### src/rtl/enigma_pkg.sv
// Shared constants for the programmable reflector: default widths, the UKW-B
// wiring used as reset contents, and the commit FSM state encoding.
package enigma_pkg;

  localparam int ALPHA_W_DEF   = 5;
  localparam int N_SYMBOLS_DEF = 26;
  localparam int UKW_B_LEN     = 26;

  // AY BR CU DH EQ FS GL IP JX KN MO TZ VW
  localparam int unsigned UKW_B [UKW_B_LEN] = '{
    24, 17, 20, 7, 16, 18, 11, 3, 15, 23, 13, 6, 14,
    10, 12, 8, 4, 1, 5, 25, 2, 22, 21, 9, 0, 19
  };

  typedef enum logic [1:0] {
    ST_IDLE  = 2'd0,
    ST_CHECK = 2'd1,
    ST_COPY  = 2'd2
  } cfg_state_e;

  // Symbols beyond the historical alphabet reset to themselves.
  function automatic int unsigned ukw_b_at(input int unsigned idx);
    int unsigned val;
    val = idx;
    if (idx < UKW_B_LEN) val = UKW_B[idx];
    return val;
  endfunction

endpackage

### src/rtl/reflector_checker.sv
// Shadow wiring table with pairwise writes, plus the check-and-commit sequencer
// that verifies the table is an involution before strobing a copy into a bank.
//
// state    | meaning
// ---------+------------------------------------------------------------
// ST_IDLE  | accepts pair writes and cfg_commit
// ST_CHECK | tests one symbol per cycle; any failure is sticky
// ST_COPY  | single cycle, copy_en high, target bank loads the shadow
module reflector_checker
  import enigma_pkg::*;
#(
  parameter int ALPHA_W     = ALPHA_W_DEF,
  parameter int N_SYMBOLS   = N_SYMBOLS_DEF,
  parameter int BANK_W      = 2,
  parameter int ALLOW_FIXED = 0
) (
  input  logic                           clk,
  input  logic                           rst_n,
  input  logic                           cfg_wr,
  input  logic [ALPHA_W-1:0]             cfg_a,
  input  logic [ALPHA_W-1:0]             cfg_b,
  input  logic                           cfg_commit,
  input  logic [BANK_W-1:0]              cfg_bank,
  output logic                           cfg_busy,
  output logic                           cfg_done,
  output logic                           cfg_err,
  output logic [N_SYMBOLS*ALPHA_W-1:0]   shadow_flat,
  output logic                           copy_en,
  output logic [BANK_W-1:0]              copy_bank
);

  localparam logic [ALPHA_W:0]   N_SYM_W  = (ALPHA_W+1)'(N_SYMBOLS);
  localparam logic [ALPHA_W-1:0] LAST_IDX = ALPHA_W'(N_SYMBOLS - 1);

  cfg_state_e         state_q, state_d;
  logic [ALPHA_W-1:0] shadow [N_SYMBOLS];
  logic [ALPHA_W-1:0] idx_q;
  logic               fail_q;
  logic [BANK_W-1:0]  bank_q;
  logic [ALPHA_W-1:0] partner, partner_back;
  logic               fail_idx, last_idx, fail_any, wr_ok;

  assign partner      = shadow[idx_q];
  assign partner_back = shadow[partner];
  assign fail_idx     = (partner_back != idx_q) || ((ALLOW_FIXED == 0) && (partner == idx_q));
  assign last_idx     = (idx_q == LAST_IDX);
  assign fail_any     = fail_q || fail_idx;
  assign wr_ok        = (state_q == ST_IDLE) && cfg_wr && !cfg_commit &&
                        ({1'b0, cfg_a} < N_SYM_W) && ({1'b0, cfg_b} < N_SYM_W);

  always_comb begin
    state_d = state_q;
    case (state_q)
      ST_IDLE:  if (cfg_commit) state_d = ST_CHECK;
      ST_CHECK: if (last_idx) state_d = fail_any ? ST_IDLE : ST_COPY;
      ST_COPY:  state_d = ST_IDLE;
      default:  state_d = ST_IDLE;
    endcase
  end

  always_ff @(posedge clk or negedge rst_n) begin
    if (!rst_n) begin
      state_q  <= ST_IDLE;
      idx_q    <= '0;
      fail_q   <= 1'b0;
      bank_q   <= '0;
      cfg_done <= 1'b0;
      cfg_err  <= 1'b0;
    end else begin
      state_q  <= state_d;
      cfg_done <= 1'b0;
      cfg_err  <= 1'b0;
      case (state_q)
        ST_IDLE: begin
          if (cfg_commit) begin
            bank_q <= cfg_bank;
            idx_q  <= '0;
            fail_q <= 1'b0;
          end
        end
        ST_CHECK: begin
          idx_q  <= idx_q + ALPHA_W'(1);
          fail_q <= fail_any;
          if (last_idx && fail_any) begin
            cfg_done <= 1'b1;
            cfg_err  <= 1'b1;
          end
        end
        ST_COPY: cfg_done <= 1'b1;
        default: ;
      endcase
    end
  end

  // A pair write never clears an old partner; the check rejects stale links.
  always_ff @(posedge clk or negedge rst_n) begin
    if (!rst_n) begin
      for (int i = 0; i < N_SYMBOLS; i++) shadow[i] <= ALPHA_W'(ukw_b_at(i));
    end else if (wr_ok) begin
      for (int i = 0; i < N_SYMBOLS; i++) begin
        if (ALPHA_W'(i) == cfg_a)      shadow[i] <= cfg_b;
        else if (ALPHA_W'(i) == cfg_b) shadow[i] <= cfg_a;
      end
    end
  end

  for (genvar g = 0; g < N_SYMBOLS; g++) begin : g_flat
    assign shadow_flat[g*ALPHA_W +: ALPHA_W] = shadow[g];
  end

  assign cfg_busy  = (state_q != ST_IDLE);
  assign copy_en   = (state_q == ST_COPY);
  assign copy_bank = bank_q;

endmodule

### src/rtl/reflector_prog.sv
// Multi-bank programmable reflector: bank registers and a one-deep valid/ready
// lookup stage; reprogramming is delegated to reflector_checker.
module reflector_prog
  import enigma_pkg::*;
#(
  parameter int   ALPHA_W     = ALPHA_W_DEF,
  parameter int   N_SYMBOLS   = N_SYMBOLS_DEF,
  parameter int   N_BANKS     = 4,
  parameter int   ALLOW_FIXED = 0,
  localparam int  BANK_W      = (N_BANKS > 1) ? $clog2(N_BANKS) : 1
) (
  input  logic               clk,
  input  logic               rst_n,
  input  logic               in_valid,
  output logic               in_ready,
  input  logic [ALPHA_W-1:0] data_in,
  input  logic [BANK_W-1:0]  bank_sel,
  output logic               out_valid,
  input  logic               out_ready,
  output logic [ALPHA_W-1:0] data_out,
  output logic               out_err,
  input  logic               cfg_wr,
  input  logic [ALPHA_W-1:0] cfg_a,
  input  logic [ALPHA_W-1:0] cfg_b,
  input  logic               cfg_commit,
  input  logic [BANK_W-1:0]  cfg_bank,
  output logic               cfg_busy,
  output logic               cfg_done,
  output logic               cfg_err
);

  localparam logic [ALPHA_W:0] N_SYM_W = (ALPHA_W+1)'(N_SYMBOLS);

  logic [ALPHA_W-1:0]           bank [N_BANKS][N_SYMBOLS];
  logic [N_SYMBOLS*ALPHA_W-1:0] shadow_flat;
  logic                         copy_en;
  logic [BANK_W-1:0]            copy_bank;
  logic                         in_range, accept;
  logic [ALPHA_W-1:0]           safe_idx, look_val;

  reflector_checker #(
    .ALPHA_W     (ALPHA_W),
    .N_SYMBOLS   (N_SYMBOLS),
    .BANK_W      (BANK_W),
    .ALLOW_FIXED (ALLOW_FIXED)
  ) u_checker (
    .clk         (clk),
    .rst_n       (rst_n),
    .cfg_wr      (cfg_wr),
    .cfg_a       (cfg_a),
    .cfg_b       (cfg_b),
    .cfg_commit  (cfg_commit),
    .cfg_bank    (cfg_bank),
    .cfg_busy    (cfg_busy),
    .cfg_done    (cfg_done),
    .cfg_err     (cfg_err),
    .shadow_flat (shadow_flat),
    .copy_en     (copy_en),
    .copy_bank   (copy_bank)
  );

  // A lookup accepted on the copy edge still reads the old contents.
  always_ff @(posedge clk or negedge rst_n) begin
    if (!rst_n) begin
      for (int b = 0; b < N_BANKS; b++)
        for (int i = 0; i < N_SYMBOLS; i++)
          bank[b][i] <= ALPHA_W'(ukw_b_at(i));
    end else if (copy_en) begin
      for (int i = 0; i < N_SYMBOLS; i++)
        bank[copy_bank][i] <= shadow_flat[i*ALPHA_W +: ALPHA_W];
    end
  end

  assign in_range = ({1'b0, data_in} < N_SYM_W);
  assign safe_idx = in_range ? data_in : '0;
  assign look_val = in_range ? bank[bank_sel][safe_idx] : data_in;
  assign in_ready = !out_valid || out_ready;
  assign accept   = in_valid && in_ready;

  always_ff @(posedge clk or negedge rst_n) begin
    if (!rst_n) begin
      out_valid <= 1'b0;
      data_out  <= '0;
      out_err   <= 1'b0;
    end else if (accept) begin
      out_valid <= 1'b1;
      data_out  <= look_val;
      out_err   <= !in_range;
    end else if (out_ready) begin
      out_valid <= 1'b0;
    end
  end

endmodule

### config.mk
export PLATFORM = sky130hd
export DESIGN_NAME = reflector_prog
export DESIGN_NICKNAME = d
export VERILOG_FILES = /design/src/rtl/enigma_pkg.sv /design/src/rtl/reflector_checker.sv /design/src/rtl/reflector_prog.sv
export SDC_FILE = /design/constraint.sdc
export NUM_CORES = 1
export LEC_CHECK = 0
export CAP_MARGIN = 20
export CORE_UTILIZATION = 35
export DETAILED_ROUTE_END_ITERATION = 8
export PLACE_DENSITY = 0.47
export SETUP_SLACK_MARGIN = 0.05
export SLEW_MARGIN = 20
export SYNTH_ARGS = -nofsm -noshare
export SYNTH_HDL_FRONTEND = slang
export SYNTH_SLANG_ARGS = --single-unit
export TNS_END_PERCENT = 100
### constraint.sdc
create_clock -name clk -period 3.9 [get_ports clk]
set_input_delay 0.585 -clock clk [delete_from_list [all_inputs] [get_ports clk]]
set_output_delay 0.585 -clock clk [all_outputs]
set_load 0.02 [all_outputs]
== After elaboration in Yosys (flattened, before gate mapping) ==
Index checks and enable logic that the tools add are counted.

* Add/subtract/negate cells: 1
* Order comparisons: 9
* Eq/ne operators: 57
* Multiplexer cells: 157
* Bitwise gates (word level): 5
* Reduce and logical (&&, ||, !) cells: 74

{| class="wikitable"
|+ Operators with widths
! operator !! number
|-
| $bwmux W520 || 26
|-
| $demux W130 S2 || 26
|-
| $mux W130 || 3
|-
| $mux W5 || 62
|-
| $bmux W130 S2 || 1
|-
| $mux W125 || 1
|-
| $mux W120 || 1
|-
| $mux W115 || 1
|-
| $mux W110 || 1
|-
| $mux W105 || 1
|-
| $eq A5 B5 Y1 const A || 20
|-
| $mux W100 || 1
|-
| $mux W95 || 1
|-
| $mux W90 || 1
|-
| $mux W85 || 1
|-
| $eq A4 B5 Y1 const A || 16
|-
| $mux W80 || 1
|-
| $bmux W5 S5 || 3
|-
| $mux W75 || 1
|-
| $mux W70 || 1
|-
| $mux W65 || 1
|-
| $mux W60 || 1
|-
| $reduce_and A2 Y1 || 29
|-
| $reduce_bool A2 Y1 || 29
|-
| 37 further kinds || 74
|}

* Register bits: 669
* Bits of input ports: 25
* Output and inout bits: 11
* Logic and storage cells: 442

== Longest topological paths before layout ==
Gate-level depths: netlist of the first run.

* Word-level depth: 31
* Mapped depth: 18

== Modules after synthesis ==
Synthesis of the first run repeated with hierarchy kept, for this count alone.

* Cell total of the unflattened synthesis: 2585
* Area total of the unflattened synthesis: 33807.4 um^2

{| class="wikitable"
|+ Modules (own cells, without submodules)
! module !! times used !! cells an instance !! area an instance (um^2) !! seq. area each (um^2)
|-
| reflector_prog || 1 || 1499 || 24141.9 || 13472.9
|-
| reflector_checker || 1 || 1086 || 9665.5 || 3624.7
|}

== Worst setup path before layout of the first run ==
Ideal clock, no wire load.

* Path kind: register -> register
* Start point: reg u_checker.idx_q[0]
* End point: reg u_checker.fail_q
* Library setup time: 126 ps
* Arrival: 3534 ps
* Setup slack: 240 ps
* Stages on the path, launching flop included: 13
* Path buffers: 2
* Clock period less this slack: 3660 ps
* Cells stage by stage: dfrtp_1 buf_6 buf_12 mux4_2 a221o_2 nand3_1 a211oi_1 or4_1 a32o_1 or4_1 a32oi_2 nand3_2 a221o_1

* Cells in the longest elaborated chain, start to end: 12

{| class="wikitable"
|+ RTL lines
! item !! line !! RTL
|-
| from (decl) || reflector_checker.sv:37 || <nowiki>logic [ALPHA_W-1:0] idx_q;</nowiki>
|-
| from (signal assigned) || reflector_checker.sv:82 || <nowiki>idx_q <= idx_q + ALPHA_W'(1);</nowiki>
|-
| $not A5 Y6 (not written as such) || reflector_checker.sv:43 || <nowiki>assign partner = shadow[idx_q];</nowiki>
|-
| $bmux W5 S5 || reflector_checker.sv:43 ||
|-
| $mux W5 (not written as such) (2 in a row) || reflector_checker.sv:43 ||
|-
| $not A5 Y6 (not written as such) || reflector_checker.sv:44 || <nowiki>assign partner_back = shadow[partner];</nowiki>
|-
| $bmux W5 S5 || reflector_checker.sv:44 ||
|-
| $mux W5 (not written as such) (2 in a row) || reflector_checker.sv:44 ||
|-
| $ne A5 B5 Y1 || reflector_checker.sv:45 || <nowiki>assign fail_idx = (partner_back != idx_q) || ((ALLOW_FIXED == 0) && (partner == idx_q));</nowiki>
|-
| $logic_or A1 B1 Y1 (*) || reflector_checker.sv:45 ||
|-
| $logic_or A1 B1 Y1 (*) || reflector_checker.sv:47 || <nowiki>assign fail_any = fail_q || fail_idx;</nowiki>
|-
| $pmux W1 S2 (*) || reflector_checker.sv:73 || <nowiki>case (state_q)</nowiki>
|-
| to (signal assigned) || reflector_checker.sv:83 || <nowiki>fail_q <= fail_any;</nowiki>
|-
| to (decl) || reflector_checker.sv:38 || <nowiki>logic fail_q;</nowiki>
|}

Mark *: on every way between the ends. The rest lies on a longest branch, timed or not. The select of a mux whose other input is x is not followed.
A chain may end at the register's enable or synchronous reset.

== Final worst setup path of the first run ==
Ends and elaborated chain as after synthesis.

==> flow_metrics.env, run 1 <==
export IMPL_postLayoutCellArea_mm2=0.0399
export IMPL_leakagePower_nw=17.3
export IMPL_rsz0062_at_grt="true"
export IMPL_synth_enable_flop_cells=0
export IMPL_r2r_start="u_checker.idx_q[0]$_DFFE_PN0P_"
export IMPL_place_gp_congestion=0.956
export IMPL_antenna_found_initial=3
export IMPL_clock_path_buffers=3
export IMPL_io_buffers=35
export IMPL_min_period_over_period_pct=101
export IMPL_async_flop_share_pct=100
export IMPL_setup_viol=3
export IMPL_clkSlewWorstSetupHoldPaths_ns=0.06
export IMPL_drc=0
export IMPL_critPathLaunchType="flip-flop"
export IMPL_seqPwrFrac_pct=33.8
export IMPL_cp_max_fo=12
export IMPL_drt_first_iter_violations=1684
export IMPL_root_buffer="clkbuf_16"
export IMPL_cts_htree_levels=3
export IMPL_drv_slew=0
export IMPL_dp_cells=3932
export IMPL_met3_usage_pct=3.59
export IMPL_crit_type="reg2reg"
export IMPL_p_clk_share_pct=31.5
export IMPL_cts_tree="built"
export IMPL_hp_class="in2async"
export IMPL_p_sw_mw=8.27
export IMPL_yosysTopAreaCellShare_pct=29.1
export IMPL_drtAntennaViolNets=0
export IMPL_yosysTopAreaCell="dfrtp_1"
export IMPL_final_core_util_pct=42.7
export IMPL_area_growth_pct=20.7
export IMPL_vias_per_cell=5.62
export IMPL_via_count=22992
export IMPL_cap_viol_max_count=0
export IMPL_cp_arrival_ns=4.46
export IMPL_yosys_most_used_dff="dfrtp_1"
export IMPL_end_kind="flip-flop"
export IMPL_worst_r2r_path_depth=13
export IMPL_grt_pass1_wl_mm=162
export IMPL_grt_pass1_vias=24267
export IMPL_combPwrFrac_pct=34.6
export IMPL_cts_hold_buf=0
export IMPL_final_cells=4090
export IMPL_tns_ns=-0.0894
export IMPL_r2r_end="u_checker.fail_q$_DFFE_PN0P_"
export IMPL_syn_num_nets=2556
export IMPL_met2_usage_pct=35.0
export IMPL_nets=2800
export IMPL_drive_gt1_share_pct=50.9
export IMPL_grt_use_total_pct=22.7
export IMPL_cts_sinks=669
export IMPL_synth_area_leaders="dfrtp_1 29%, dfstp_2 23%, mux2_2 16%, mux4_2 12%, o21ai_0 3.3%"
export IMPL_io_pin_count=36
export IMPL_grt_ovfl_total=0
export IMPL_violations="setup timing"
export IMPL_path_cells="buf_12, buf_8, mux4_2, o2bb2ai_2, o211ai_1, and2_4, bufbuf_16, mux4_2, nand2_1, nand4_1, a2111oi_4, a41oi_2, a221o_1"
export IMPL_period_minus_slack_ns=3.95
export IMPL_crit_slowest_cell="mux4_2"
export IMPL_crit_required_ns=4.40
export IMPL_wl_per_cell_um=26.0
export IMPL_fmax_ghz=0.253
export IMPL_slew_headroom_pct=29.1
export IMPL_synth_area_mm2=0.0331
export IMPL_detail_route_first_pass_iterations=6
export IMPL_synth_seq_cells=669
export IMPL_critPathTopFamily="compound AO/OA/AOI/OAI gates"
export IMPL_core_area_mm2=0.0935
export IMPL_worstMarginPinSlew_ns=1.06
export IMPL_swShare_pct=33.9
export IMPL_clk_latency_ns=0.63
export IMPL_grt_max_degree=153
export IMPL_p_int_mw=16.2
export IMPL_cts_buffers=79
export IMPL_die_w_um=309
export IMPL_yosysSeqAreaShare_pct=51.7
export IMPL_syn_inst=2526
export IMPL_critical_path_buf_inv_count=3
export IMPL_fp_dieH_um=309
export IMPL_floorplan_initialDensity_pct=35.4
export IMPL_cpPeakStageDelay_ns=0.53
export IMPL_ir_worst_vdd_mv=0.458
export IMPL_whs_ns=0.0230
export IMPL_avgSynthCellArea_um2=13.1
export IMPL_synth_cell_types=78
export IMPL_r2r_slack_ns=-0.05
export IMPL_finalHoldViolCount=0
export IMPL_fp_row_count=112
export IMPL_status="finished with violations"
export IMPL_use_met1_pct=32.6
export IMPL_cp_common_cell="mux4_2"
export IMPL_busiest_layer="met2"
export IMPL_dp_hpwl_mm=75.9
export IMPL_fin_ws_ns=-0.0512
export IMPL_p_per_area_mw_per_mm2=612
export IMPL_ys_warn_count=0
export IMPL_finClkSkew_ns=0.0163
export IMPL_post_dp_cell_area_mm2=0.0368
export IMPL_wl_mm=106
export IMPL_dieArea_mm2=0.0957
[cells by family after synthesis]
logic type	Yosys count	synth area share (%)
xor+xnor	5	0.132
fa+ha+maj	5	0.189
compound gates	481	8.62
mux	718	30.8
simple gates	438	5.89
buf+inv	210	2.70
flops	669	51.7
[state kept, by name (all words and copies together), names as in the netlist]
register / cells
u_checker.shadow_flat: 130
u_checker.copy_bank: 2
u_checker.cfg_err: 1
u_checker.fail_q: 1
data_out: 5
u_checker.idx_q: 5
out_valid: 1
bank: 520
out_err: 1
u_checker.cfg_done: 1
u_checker.state_q: 2
[layer usage]
| layer | part of all wire, % | up-vias |
|---|---|---|
| met2 | 46 | 711 |
| met1 | 46 | 12150 |
| met3 | 5.4 | 185 |
| met5 | 0.025 | - |
| met4 | 2.8 | 4 |
| li1 | - | 9942 |
[worst max path at each step]
| stage | startpoint | to | cells past startpoint |
|---|---|---|---|
| finish | u_checker.idx_q[0]$_DFFE_PN0P_ | u_checker.fail_q$_DFFE_PN0P_ | 13 |
| global route | u_checker.idx_q[0]$_DFFE_PN0P_ | u_checker.fail_q$_DFFE_PN0P_ | 12 |
| CTS | u_checker.idx_q[0]$_DFFE_PN0P_ | u_checker.fail_q$_DFFE_PN0P_ | 12 |
| detailed placement | u_checker.idx_q[0]$_DFFE_PN0P_ | u_checker.fail_q$_DFFE_PN0P_ | 13 |
| global placement | u_checker.idx_q[1]$_DFFE_PN0P_ | u_checker.fail_q$_DFFE_PN0P_ | 12 |
| floorplan | u_checker.idx_q[0]$_DFFE_PN0P_ | u_checker.fail_q$_DFFE_PN0P_ | 12 |
[timing repair]
| item | CTS | global route |
|---|---|---|
| gates cloned | 1 | 1 |
| gates resized for setup | 41 | 21 |
| setup endpoints to repair | 4 | 4 |
| pin swaps | 14 | 8 |
| setup buffers | 8 | 1 |
[power by group through the flow]
stage | sequential (mW) | clock, mW | combinational (mW)
finish | 8.27 | 7.70 | 8.46
detailed placement | 8.37 | 0 | 7.55
CTS | 8.24 | 7.91 | 8.17
global route | 8.30 | 8.16 | 8.99
global placement | 8.39 | 0 | 7.50
floorplan | 8.10 | 0 | 4.07
[placed cells by master, fill, tap and decap left out, types with 52 or more instances in the layout]
cell	instances
mux2_2	472
a21oi_1	112
nor2_1	100
o21ai_0	211
nand2_1	207
mux4_2	186
buf_4	268
mux2i_1	52
clkbuf_16	82
dfstp_2	285
dfrtp_1	382
[Yosys cell counts, types with 10 or more instances]
library cell	n
a211oi_1	17
a21oi_1	115
a31oi_1	29
buf_1	18
buf_2	13
clkbuf_1	137
dfrtp_1	384
dfstp_2	285
inv_1	30
mux2_2	472
mux2i_1	56
mux4_2	183
nand2_1	208
nand2b_1	16
nand3_1	34
nor2_1	100
nor2b_1	19
nor3_1	15
o211ai_1	22
o21ai_0	215
o31ai_1	10
[final cells by class]
cell class	instances	area (µm²)
flip-flops and latches	669	17100
repair buffers	341	3070
clock buffers	114	2330
inverters	32	120
clock inverters	32	399
fillers	8663	53500
diodes	1	2.50
well taps	1254	1570
multi-input cells	1647	15300
[worst register-to-register path: stages (launching register included)]
cell and delay (ns):
dfrtp_4 0.51, buf_12 0.16, buf_8 0.15, mux4_2 0.33
o2bb2ai_2 0.05, o211ai_1 0.24, and2_4 0.24, bufbuf_16 0.30
mux4_2 0.53, nand2_1 0.09, nand4_1 0.21, a2111oi_4 0.50
a41oi_2 0.18, a221o_1 0.34
[per-stage QoR]
step / setup WS, ns / total power [mW]
3_5_place_dp: -0.241 / 15.9
5_1_grt: -0.117 / 25.4
3_3_place_gp: -0.170 / 15.9
6_report: -0.0512 / 24.4
4_1_cts: -0.0602 / 24.3
2_1_floorplan: 0.240 / 12.2
Note: power is estimated with default switching activity, not from simulation.
==> run 2, diff against run 1 <==
--- a/config.mk
+++ b/config.mk
@@ -8,6 +8,7 @@
 export CAP_MARGIN = 20
 export CORE_UTILIZATION = 35
 export DETAILED_ROUTE_END_ITERATION = 8
+export GPL_TIMING_DRIVEN = 0
 export PLACE_DENSITY = 0.47
 export SETUP_SLACK_MARGIN = 0.05
 export SLEW_MARGIN = 20
==> run 2 against run 1 <==
Against the previous run:
- the run still ends with setup timing left
- sequential power up 7.5%
- utilization down 1.2 points
- wire length up 19%
- global-route usage up 4.1 points
- non-clock buffer count down 92
==> flow_metrics.env, run 2 (synthesis results as in run 1) <==
export IMPL_period_minus_slack_ns=4.11
export IMPL_cpPeakStageDelay_ns=0.55
export IMPL_drc=0
export IMPL_grt_max_degree=106
export IMPL_crit_slowest_cell="or4_4"
export IMPL_crit_type="reg2reg"
export IMPL_wl_mm=126
export IMPL_fmax_ghz=0.243
export IMPL_final_common_cell="mux2_2"
export IMPL_min_period_over_period_pct=105
export IMPL_grt_pass1_wl_mm=181
export IMPL_violations="setup timing"
export IMPL_clk_latency_ns=0.65
export IMPL_cts_tree="built"
export IMPL_io_buffers=30
export IMPL_crit_required_ns=4.43
export IMPL_final_cell_mix="469 x mux2_2, 383 x dfrtp_1, 285 x dfstp_2, 213 x o21ai_0, 206 x nand2_1"
export IMPL_largest_reg_flops=520
export IMPL_drtAntennaViolNets=0
export IMPL_power_mw=24.0
export IMPL_p_per_area_mw_per_mm2=618
export IMPL_place_ws_ns=-1.75
export IMPL_drive_gt1_share_pct=45.2
export IMPL_final_cells=4002
export IMPL_worst_r2r_path_depth=14
export IMPL_grt_pass1_vias=24046
export IMPL_antenna_found_initial=10
export IMPL_fill_cells=8727
export IMPL_cap_viol_max_count=0
export IMPL_cp_max_fo=8
export IMPL_path_cells="buf_12, buf_6, mux4_2, a22o_4, a211o_4, nand3_1, a211oi_1, or4_4, a32o_2, or4_1, a32oi_2, nand3_2, buf_6, a22o_4"
export IMPL_fin_ws_ns=-0.211
export IMPL_io_pin_count=36
export IMPL_critPathLaunchType="flip-flop"
export IMPL_leakagePower_nw=16.3
export IMPL_finClkSkew_ns=0.0193
export IMPL_grt_ovfl_total=0
export IMPL_use_met1_pct=38.6
export IMPL_area_growth_pct=17.2
export IMPL_place_gp_congestion=0.961
export IMPL_ir_worst_vdd_mv=0.440
export IMPL_slew_headroom_pct=13.3
export IMPL_drt_first_iter_violations=2205
export IMPL_r2r_start="u_checker.idx_q[0]$_DFFE_PN0P_"
export IMPL_grt_use_total_pct=26.8
export IMPL_end_kind="flip-flop"
export IMPL_drv_slew=0
export IMPL_whs_ns=0.425
export IMPL_met2_usage_pct=40.5
export IMPL_detail_route_first_pass_iterations=5
export IMPL_r2r_end="u_checker.cfg_done$_DFF_PN0_"
export IMPL_fp_row_count=112
export IMPL_hp_class="in2async"
export IMPL_status="finished with violations"
export IMPL_fp_dieH_um=309
export IMPL_root_buffer="clkbuf_16"
export IMPL_clock_path_buffers=3
export IMPL_cts_buffers=80
export IMPL_floorplan_initialDensity_pct=35.4
export IMPL_core_area_mm2=0.0935
export IMPL_cp_arrival_ns=4.65
export IMPL_dieArea_mm2=0.0957
export IMPL_final_core_util_pct=41.5
export IMPL_worstMarginPinSlew_ns=1.30
export IMPL_busiest_layer="met2"
export IMPL_dp_cells=3820
export IMPL_dp_hpwl_mm=92.8
export IMPL_cts_htree_levels=3
export IMPL_die_w_um=309
export IMPL_vias_per_cell=5.86
export IMPL_via_count=23465
export IMPL_tns_ns=-0.771
export IMPL_setup_viol=4
export IMPL_finalHoldViolCount=0
export IMPL_nets=2709
export IMPL_wl_per_cell_um=31.5
export IMPL_cts_sinks=669
export IMPL_r2r_slack_ns=-0.21
export IMPL_postLayoutCellArea_mm2=0.0388
export IMPL_met3_usage_pct=4.77
export IMPL_top_register="bank"
export IMPL_clkSlewWorstSetupHoldPaths_ns=0.06
export IMPL_post_dp_cell_area_mm2=0.0352
export IMPL_rsz0062_at_grt="true"
run 2: power breakdown:
part | total, mW | internal, mW | switching [mW]
logic | 7.59 | 3.29 | 4.30
registers | 8.89 | 7.55 | 1.34
clock network | 7.49 | 4.46 | 3.03
run 2: worst max-delay path by stage:
stage                                   startpoint                           end  slack [ns]  depth (start not counted)
finish              u_checker.idx_q[0]$_DFFE_PN0P_  u_checker.cfg_done$_DFF_PN0_       -0.21                         14
global route        u_checker.idx_q[0]$_DFFE_PN0P_  u_checker.cfg_done$_DFF_PN0_       -0.25                         17
CTS                 u_checker.idx_q[0]$_DFFE_PN0P_  u_checker.fail_q$_DFFE_PN0P_       -0.17                         17
detailed placement                      data_in[2]       data_out[0]$_DFFE_PN0P_       -1.75                         11
global placement                             rst_n         bank[122]$_DFFE_PN0P_      -26.65                          1
floorplan           u_checker.idx_q[0]$_DFFE_PN0P_  u_checker.fail_q$_DFFE_PN0P_        0.24                         12
run 2: timing repair:
action / CTS / global route
hold buffers: 1 / 0
setup buffers: 24 / 5
gates resized for setup: 129 / 34
hold endpoints to repair: 22 / 0
cloned: 2 / 0
pin swaps: 17 / 7
setup endpoints to repair: 32 / 33
run 2: worst max-delay path: cells and delay by family, from the launching register on:
kind	cells	cell delay, ns
and+or+nand+nor	4	1.20
buffers and inverters	3	0.45
muxes	1	0.50
DFF	1	0.42
AOI/OAI and AO/OA	6	1.40
run 2: cell type report:
cell class / count / area [µm²] / share of cell area [%]
buffer: 177 / 1000 / 2.59
clock inverter: 13 / 100 / 0.258
antenna: 2 / 5.00 / 0.0129
timing repair buffer: 72 / 880 / 2.27
sequential: 669 / 17100 / 44.1
multi-input combinational: 1647 / 15500 / 39.9
inverter: 32 / 120 / 0.310
clock buffer: 136 / 2530 / 6.52
tap: 1254 / 1570 / 4.05
run 2: metal layers:
metal	wire, µm	share of wire, %	vias up
met5	10	0.0079	-
met4	3860	3.1	2
met3	8450	6.7	182
met2	56800	45	910
met1	57000	45	12625
li1	-	-	9746
